===== src/rtl/frame_cfg_regs.sv =====
// Double-buffered per-channel framer config bank: CPU writes shadows, a commit arms a channel,
// and the channel's frame_start copies shadow to active. Readback enabled by FRAME_CFG_RDBK_EN.
module frame_cfg_regs #(
    parameter int unsigned NUM_CH    = 4,
    parameter int unsigned ADDR_W    = 9,
    parameter int unsigned BASE_ADDR = 200,
    parameter int unsigned STRIDE    = 4
) (
    input  logic                 clk,
    input  logic                 pRST,
    input  logic                 cpu_wr_n,
    input  logic                 cpu_rd_n,
    input  logic [ADDR_W-1:0]    cpu_addr,
    input  logic [31:0]          cpu_wdata,
    output logic [31:0]          cpu_rdata,
    input  logic [NUM_CH-1:0]    frame_start,
    output logic [NUM_CH*32-1:0] packet_head,
    output logic [NUM_CH*16-1:0] flag_set,
    output logic [NUM_CH*24-1:0] length_set,
    output logic [NUM_CH-1:0]    scramble,
    output logic [NUM_CH-1:0]    cfg_pending,
    output logic [NUM_CH-1:0]    cfg_valid,
    output logic                 error
);

    localparam int unsigned CommitOff = NUM_CH * STRIDE;
    localparam logic [31:0] ChMask    = 32'((64'd1 << NUM_CH) - 64'd1);

    typedef enum logic {StIdle, StArmed} ch_state_e;

    ch_state_e   r_state   [NUM_CH];
    ch_state_e   w_state_d [NUM_CH];
    logic [31:0] r_sh_head [NUM_CH];
    logic [15:0] r_sh_flag [NUM_CH];
    logic [23:0] r_sh_len  [NUM_CH];
    logic        r_sh_scr  [NUM_CH];
    logic [31:0] r_act_head[NUM_CH];
    logic [15:0] r_act_flag[NUM_CH];
    logic [23:0] r_act_len [NUM_CH];
    logic        r_act_scr [NUM_CH];
    logic [NUM_CH-1:0] r_valid;
    logic              r_error;
    logic [31:0]       r_rdata;

    logic [31:0]       w_rel;
    logic              w_in_win;
    logic              w_commit;
    logic              w_wr;
    logic [NUM_CH-1:0] w_hit;
    logic [31:0]       w_off;
    logic              w_unmapped;
    logic [NUM_CH-1:0] w_copy;
    logic [NUM_CH-1:0] w_pending;
    logic              w_err_d;
    logic [31:0]       w_rd_val;

    // Offset relative to the window base; wraps for addresses below the base, gated by w_in_win.
    assign w_rel    = 32'(cpu_addr) - BASE_ADDR;
    assign w_in_win = (32'(cpu_addr) >= BASE_ADDR) && (w_rel <= CommitOff);
    assign w_commit = w_in_win && (w_rel == CommitOff);
    assign w_wr     = !cpu_wr_n;

    always_comb begin
        w_hit = '0;
        w_off = '0;
        for (int unsigned ch = 0; ch < NUM_CH; ch++) begin
            if (w_in_win && (w_rel >= ch * STRIDE) && (w_rel < (ch + 1) * STRIDE)) begin
                w_hit[ch] = 1'b1;
                w_off     = w_rel - ch * STRIDE;
            end
        end
    end

    assign w_unmapped = (|w_hit) && (w_off >= 32'd4);

    always_comb begin
        for (int unsigned ch = 0; ch < NUM_CH; ch++) begin
            w_state_d[ch] = r_state[ch];
            w_copy[ch]    = 1'b0;
            case (r_state[ch])
                StIdle: begin
                    if (w_wr && w_commit && cpu_wdata[ch]) begin
                        w_state_d[ch] = StArmed;
                    end
                end
                StArmed: begin
                    if (frame_start[ch]) begin
                        w_copy[ch] = 1'b1;
                        // A commit landing on the copy edge re-arms for the following frame.
                        w_state_d[ch] = (w_wr && w_commit && cpu_wdata[ch]) ? StArmed : StIdle;
                    end
                end
                default: w_state_d[ch] = StIdle;
            endcase
            w_pending[ch] = (r_state[ch] == StArmed);
        end
    end

    always_comb begin
        w_rd_val = '0;
        if (w_commit) begin
            w_rd_val = 32'(w_pending);
        end
        for (int unsigned ch = 0; ch < NUM_CH; ch++) begin
            if (w_hit[ch]) begin
                case (w_off)
                    32'd0:   w_rd_val = r_sh_head[ch];
                    32'd1:   w_rd_val = {16'd0, r_sh_flag[ch]};
                    32'd2:   w_rd_val = {8'd0, r_sh_len[ch]};
                    32'd3:   w_rd_val = {31'd0, r_sh_scr[ch]};
                    default: w_rd_val = '0;
                endcase
            end
        end
    end

`ifdef FRAME_CFG_RDBK_EN
    assign w_err_d = (w_wr && (w_unmapped || (w_commit && |(cpu_wdata & ~ChMask))))
                   || (!w_wr && !cpu_rd_n && w_unmapped);

    always_ff @(posedge clk) begin
        if (pRST) begin
            r_rdata <= '0;
        end else if (!cpu_rd_n) begin
            r_rdata <= w_wr ? 32'd0 : w_rd_val;
        end
    end
`else
    logic [32:0] w_unused_rd;
    assign w_unused_rd = {cpu_rd_n, w_rd_val};
    assign w_err_d = w_wr && (w_unmapped || (w_commit && |(cpu_wdata & ~ChMask)));

    always_ff @(posedge clk) begin
        r_rdata <= '0;
    end
`endif

    always_ff @(posedge clk) begin
        if (pRST) begin
            r_error <= 1'b0;
            r_valid <= '0;
            for (int unsigned ch = 0; ch < NUM_CH; ch++) begin
                r_state[ch]    <= StIdle;
                r_sh_head[ch]  <= '0;
                r_sh_flag[ch]  <= '0;
                r_sh_len[ch]   <= '0;
                r_sh_scr[ch]   <= 1'b0;
                r_act_head[ch] <= '0;
                r_act_flag[ch] <= '0;
                r_act_len[ch]  <= '0;
                r_act_scr[ch]  <= 1'b0;
            end
        end else begin
            r_error <= w_err_d;
            for (int unsigned ch = 0; ch < NUM_CH; ch++) begin
                r_state[ch] <= w_state_d[ch];
                if (w_wr && w_hit[ch]) begin
                    case (w_off)
                        32'd0:   r_sh_head[ch] <= cpu_wdata;
                        32'd1:   r_sh_flag[ch] <= cpu_wdata[15:0];
                        32'd2:   r_sh_len[ch]  <= cpu_wdata[23:0];
                        32'd3:   r_sh_scr[ch]  <= cpu_wdata[0];
                        default: ;
                    endcase
                end
                // Non-blocking copy samples the pre-write shadow on a same-edge write.
                if (w_copy[ch]) begin
                    r_act_head[ch] <= r_sh_head[ch];
                    r_act_flag[ch] <= r_sh_flag[ch];
                    r_act_len[ch]  <= r_sh_len[ch];
                    r_act_scr[ch]  <= r_sh_scr[ch];
                    r_valid[ch]    <= 1'b1;
                end
            end
        end
    end

    always_comb begin
        for (int unsigned ch = 0; ch < NUM_CH; ch++) begin
            packet_head[ch*32 +: 32] = r_act_head[ch];
            flag_set[ch*16 +: 16]    = r_act_flag[ch];
            length_set[ch*24 +: 24]  = r_act_len[ch];
            scramble[ch]             = r_act_scr[ch];
        end
    end

    assign cfg_pending = w_pending;
    assign cfg_valid   = r_valid;
    assign error       = r_error;
    assign cpu_rdata   = r_rdata;

endmodule


===== config.mk =====
export PLATFORM = sky130hd
export DESIGN_NAME = frame_cfg_regs
export DESIGN_NICKNAME = d
export VERILOG_FILES = /design/src/rtl/frame_cfg_regs.sv
export SDC_FILE = /design/constraint.sdc
export NUM_CORES = 1
export LEC_CHECK = 0
export BUFFER_PORTS_ARGS = -buffer_cell sky130_fd_sc_hd__buf_2
export CAP_MARGIN = 20
export CORE_MARGIN = 2
export CORE_UTILIZATION = 61
export DETAILED_ROUTE_END_ITERATION = 8
export PLACE_DENSITY = 0.85
export SLEW_MARGIN = 15
export SYNTH_ARGS = -nofsm -noshare
export SYNTH_HDL_FRONTEND = slang
export SYNTH_SLANG_ARGS = --single-unit

===== constraint.sdc =====
create_clock -name clk -period 18 [get_ports clk]
set_input_delay 1.8 -clock clk [delete_from_list [all_inputs] [get_ports clk]]
set_output_delay 1.8 -clock clk [all_outputs]
set_load 0.02 [all_outputs]

# Word level (Yosys, flattened, before mapping)

Memories as Yosys holds them, arrays and structs flattened.
Index checks and enable logic that the tools add are counted.

Flip-flop bits (word level): 5
RAM bits: 588
Output and inout port bits: 333
Memories kept: 9

$add $sub $neg: 4
Magnitude comparators: 11
Equality and inequality tests: 4
Muxes and demuxes: 131
Bitwise gates (word level): 40
Reduce and logical (&&, ||, !) cells: 27

Memories:

| memory      | depth | bits a word | rd ports | clocked after Yosys merged registers in | write ports | RTL line | source |
|---|---|---|---|---|---|---|---|
| r_act_head  | 4     | 32          | 4        | 0                                       | 4           | 37       | `logic [31:0] r_act_head[NUM_CH];` |
| r_sh_head   | 4     | 32          | 4        | 0                                       | 4           | 33       | `logic [31:0] r_sh_head [NUM_CH];` |
| r_act_len   | 4     | 24          | 4        | 0                                       | 4           | 39       | `logic [23:0] r_act_len [NUM_CH];` |
| r_sh_len    | 4     | 24          | 4        | 0                                       | 4           | 35       | `logic [23:0] r_sh_len [NUM_CH];` |
| r_act_flag  | 4     | 16          | 4        | 0                                       | 4           | 38       | `logic [15:0] r_act_flag[NUM_CH];` |
| r_sh_flag   | 4     | 16          | 4        | 0                                       | 4           | 34       | `logic [15:0] r_sh_flag [NUM_CH];` |
| +3 memories | n/a   | n/a         | n/a      | n/a                                     | n/a         | n/a      |  |

Operators by type and width:

| kind                                                             | count |
|---|---|
| two-way mux 32 bit                                               | 12 |
| two-way mux 24 bit                                               | 8 |
| two-way mux 16 bit                                               | 8 |
| two-way mux 1 bit                                                | 99 |
| == test 32 x 2 -> 1 bit (second input constant)                  | 2 |
| >= comparator 32 x 3 -> 1 bit (second input constant)            | 2 |
| >= comparator 32 x 4 -> 1 bit (second input constant)            | 2 |
| less-than comparator 32 x 4 -> 1 bit (second input constant)     | 2 |
| bitwise OR 1 bit                                                 | 36 |
| == test 32 x 1 -> 1 bit (second input constant)                  | 1 |
| == test 32 x 5 -> 1 bit (second input constant)                  | 1 |
| >= comparator 32 x 1 -> 1 bit (second input constant)            | 1 |
| less-or-equal comparator 32 x 5 -> 1 bit (second input constant) | 1 |
| zero test 32 bit                                                 | 1 |
| less-than comparator 32 x 3 -> 1 bit (second input constant)     | 1 |
| less-than comparator 32 x 5 -> 1 bit (second input constant)     | 1 |
| OR reduction 28 bit                                              | 1 |
| logical AND 1 bit                                                | 22 |
| subtractor 10 x 5 -> 11 bit (second input constant)              | 2 |
| subtractor 10 x 4 -> 11 bit (second input constant)              | 1 |
| subtractor 9 x 8 -> 10 bit (second input constant)               | 1 |
| >= comparator 9 x 8 -> 1 bit (second input constant)             | 1 |
| case mux 1 bit (2 select lines)                                  | 4 |
| NOT 1 bit                                                        | 4 |
| other kinds (3)                                                  | 3 |

# Depth between registers and ports, before layout

Word-level depth: 15
Depth in mapped cells: 11

# Least setup slack after synthesis

OpenSTA, ideal clock, no wires.

Path kind: input port to flip-flop
From: input port cpu_addr[3]
To: memory r_sh_head[3][0] (enable)
Setup time: 0.511 ns
Arrival: 7.079 ns
Required time: 17.489 ns
Slack: 10.411 ns
Stages: 10
Path buffers: 1
Cells stage by stage: inv_1 -> ha_1 -> or3b_1 -> a311oi_2 -> o2111ai_2 -> a41oi_2 -> o2bb2ai_1 -> o21ai_2 -> buf_4 -> o41ai_1

RTL lines:

| what        | RTL line | source |
|---|---|---|
| from (decl) | 13       | `input logic [ADDR_W-1:0] cpu_addr,` |
| to (decl)   | 33       |  |

==> impl_results.md <==
* Clock root cell: clkbuf_16
* Worst-path cell chain: buf_2 -> inv_1 -> ha_1 -> or3b_1 -> a311oi_2 -> o211a_2 -> nand2_1 -> nor3b_1 -> o21ai_4 -> buf_16 -> buf_4 -> o41ai_2 -> buf_4
* Post-DR wirelength/cell at around 24 um
* Detail Route Antenna Nets at 0
* TritonRoute pass-1 iters at 7
* DRT iter0 DRCs at roughly 1400
* CP Data Arrival Time at between 6 and 7 ns
* Starting Density at between 60% and 70%
* Synthesized flop and latch total at just under 600
* Outcome: completed
* Setup TNS at 0 ns
* Netlist Area Pre-Place at 23500 um2
* CP max stage delay at 0.77 ns
* Share of cells above drive strength 1 at a little over a quarter
* Max_slew headroom at between 20% and 30%
* Cells after Synth at 1575
* Combinational power share at under 10%
* Synth Area per Inst at 14.9 um2
* Max-cap viol count at 0
* Post-synthesis async set-or-reset flop share at 0%
* Post-synth EDFFs at ~580
* Initial antenna violation count at 0
* RSZ-0062 raised after global routing: false
* Synth cell types at 53
* Post-layout minimum cycle time at roughly 6.2 ns
* Crit path max-delay cell type: buf_4
* Most frequent cells in the layout: edfxtp_1 (584), buf_2 (348), and2_1 (296)
* CTS tree: yes
* Crit-path most repeated cell: buf_4
* Placed inst area at ~26000 um2
* Most used flip-flop cell after synthesis: edfxtp_1
* Setup Crit Path Kind: input port to flop
* Die Span X at approximately 200 um
* Setup crit start kind: input port
* DR vias/cell at between 5 and 6
* Area added between synthesis and finish at 16.3%
* Num CTS Buffers at 55
* Design area at 27300 um2
* CORE AREA at between 30000 and 40000 um2
* Final global-route overflow total at 0
* Fin. Hold Viols at 0
* Number of global-route vias before repair at 13600
* DRC Markers at 0
* Finish-stage setup viols at 0
* Worst R2R Path Depth at 2
* Gp weighted congestion at between 0.8 and 0.9
* Clock transition at path regs at 0.06 ns
* Layout net count at about 2000
* P_int at roughly 2.2 mW
* Critical Path Sink Type: flop
* Critical Path RT at ~18 ns
* Clock power frac at between 30 and 40%
* H-Tree Level Count at 2
* Pin count of the biggest net entering global routing at about 110
* Commonest non-fill, non-tap cell in the layout: edfxtp_1
* F_max at roughly 160 MHz
* Clock Latency Late Sink at roughly 0.58 ns
* Slew @ Worst Pin at about 1.1 ns
* Vias at 14300
* Row count at a little over 70
* Period utilisation layout at between 30% and 40%
* Switching Fraction at roughly 22%
* Port Buf Inserts at ~350
* Skew final at approximately 0.011 ns
* Die ar. at 40000 um2
* Hold-fix buffers, CTS at 0
* Post-CTS setup buffer count at 0
* Worst vdd ir at 0.0000805 V
* Pins over their slew limit at 0
* Synth Warn # at 0
* CTS max path bufs at 3
* First-pass GRT wire length at 84600 um
* PostCTS Resize Cnt at 0
* Antenna diodes at 0
* DP HPWL at between 30000 and 40000 um
* Final wirelength at between 50000 and 60000 um
* Clock sink count at just under 600
* Ports at ~380
* PD cells at just over 100 nW/um2
* Switching pwr at approximately 0.62 mW
* HP Class: flop to flop
* Worst-path maximum fanout at 77
* Core Util, Final at just over 70%
* Sequential Power Share at between 50% and 60%
* Overall Global Routing Usage at between 20 and 30%
* Hold depth at 1
* Die Y at between 200 and 250 um
* Post-synthesis sequential area ratio at 75.5%
* Lkg Pwr at approximately 10 nW
==> cell families after synthesis <==
logic type	Yosys count	synth area share, %
AND/OR/NAND/NOR	760	18.5
flip-flops	593	75.5
buffers and inverters	157	3.59
AO/OA/AOI/OAI	51	1.69
adder cells (fa/ha/maj)	9	0.480
XOR/XNOR	4	0.149
other	1	0.0160
==> power groups by stage <==
stage	clock network, mW	registers (mW)	logic, mW
final	1.07	1.59	0.163
after global routing	1.13	1.59	0.171
after CTS	1.07	1.59	0.160
after detailed placement	0	1.62	0.160
after global placement	0	1.61	0.156
after floorplan	0	1.64	0.0672
==> worst max-delay path, delay by kind of cell <==
| family | cells | cell delay, ns |
|---|---|---|
| simple gates | 3 | 1.25 |
| buf+inv | 5 | 1.67 |
| fa+ha+maj | 1 | 0.34 |
| compound gates | 4 | 1.37 |
==> layout make-up <==
cell class,count,area [um2]
sequential,593,17700
fill,2319,10500
multi-input combinational,856,5210
timing repair buffer,379,2070
clock buffer,75,1460
tap,511,639
clock inverter,17,139
inverter,10,37.5
==> path summary, 6_finish.rpt <==
path | startpoint | to | slack (ns)
worst max-delay path | cpu_addr[3] | r_sh_head[2][28]$_SDFFCE_PN0P_ | 11.76
worst min-delay path | cfg_valid[0]$_SDFFE_PP0P_ | cfg_valid[0]$_SDFFE_PP0P_ | 0.46
worst min register to register | cfg_valid[0]$_SDFFE_PP0P_ | cfg_valid[0]$_SDFFE_PP0P_ | 0.46
worst max register to register | r_state[2]$_SDFF_PP0_ | r_act_head[0][74]$_SDFFCE_PN0P_ | 16.27
==> layer usage <==
layer | vias up | track usage (%) | share of wire, %
li1 | 6286 | - | -
met3 | 173 | 5.29 | 9.6
met2 | 860 | 46.8 | 49
met5 | - | 0 | 0
met1 | 6991 | 39.9 | 37
met4 | 0 | 12.4 | 4.7
==> stage by stage <==
step | hold slack [ns] | power [mW] | setup WS, ns | cells
after floorplan | 0.497 | 1.71 | 10.41 | 1606
after global placement | 0.431 | 1.77 | 10.95 | 2344
after detailed placement | 0.445 | 1.78 | 10.84 | 2347
after CTS | 0.464 | 2.82 | 11.41 | 2439
after global routing | 0.487 | 2.89 | 11.44 | 2441
final | 0.456 | 2.82 | 11.76 | 2441
==> flip-flops by register name, summed over array words and instances, names as in the netlist <==
signal	flops
cfg_valid	4
error	1
r_act_flag	64
r_act_head	128
r_act_len	96
r_act_scr	4
r_sh_flag	64
r_sh_head	128
r_sh_len	96
r_sh_scr	4
r_state	4
==> cell usage after synthesis (3+ instances only) <==
| cell type | instances | area share (%) |
|---|---|---|
| a21o_1 | 4 | 0.13 |
| xnor2_1 | 4 | 0.15 |
| ha_1 | 9 | 0.48 |
| nor3_1 | 179 | 3.8 |
| nand3b_1 | 4 | 0.13 |
| nand2_1 | 109 | 1.7 |
| clkbuf_1 | 79 | 1.3 |
| nor4_1 | 20 | 0.53 |
| and3_1 | 9 | 0.24 |
| nand3_1 | 9 | 0.19 |
| buf_6 | 10 | 0.48 |
| and2_1 | 296 | 7.9 |
| dfxtp_1 | 9 | 0.77 |
| edfxtp_1 | 584 | 75 |
| o31ai_1 | 8 | 0.26 |
| buf_4 | 42 | 1.3 |
| or2_2 | 3 | 0.080 |
| nor2_1 | 71 | 1.1 |
| a21oi_1 | 6 | 0.13 |
| nor4_2 | 42 | 2.2 |
| o41ai_1 | 5 | 0.19 |
| inv_1 | 9 | 0.14 |
| buf_2 | 16 | 0.34 |
| or3_1 | 4 | 0.11 |
| nor2b_1 | 6 | 0.16 |
| o21ai_0 | 5 | 0.11 |
(Power assumes the default switching activity.)
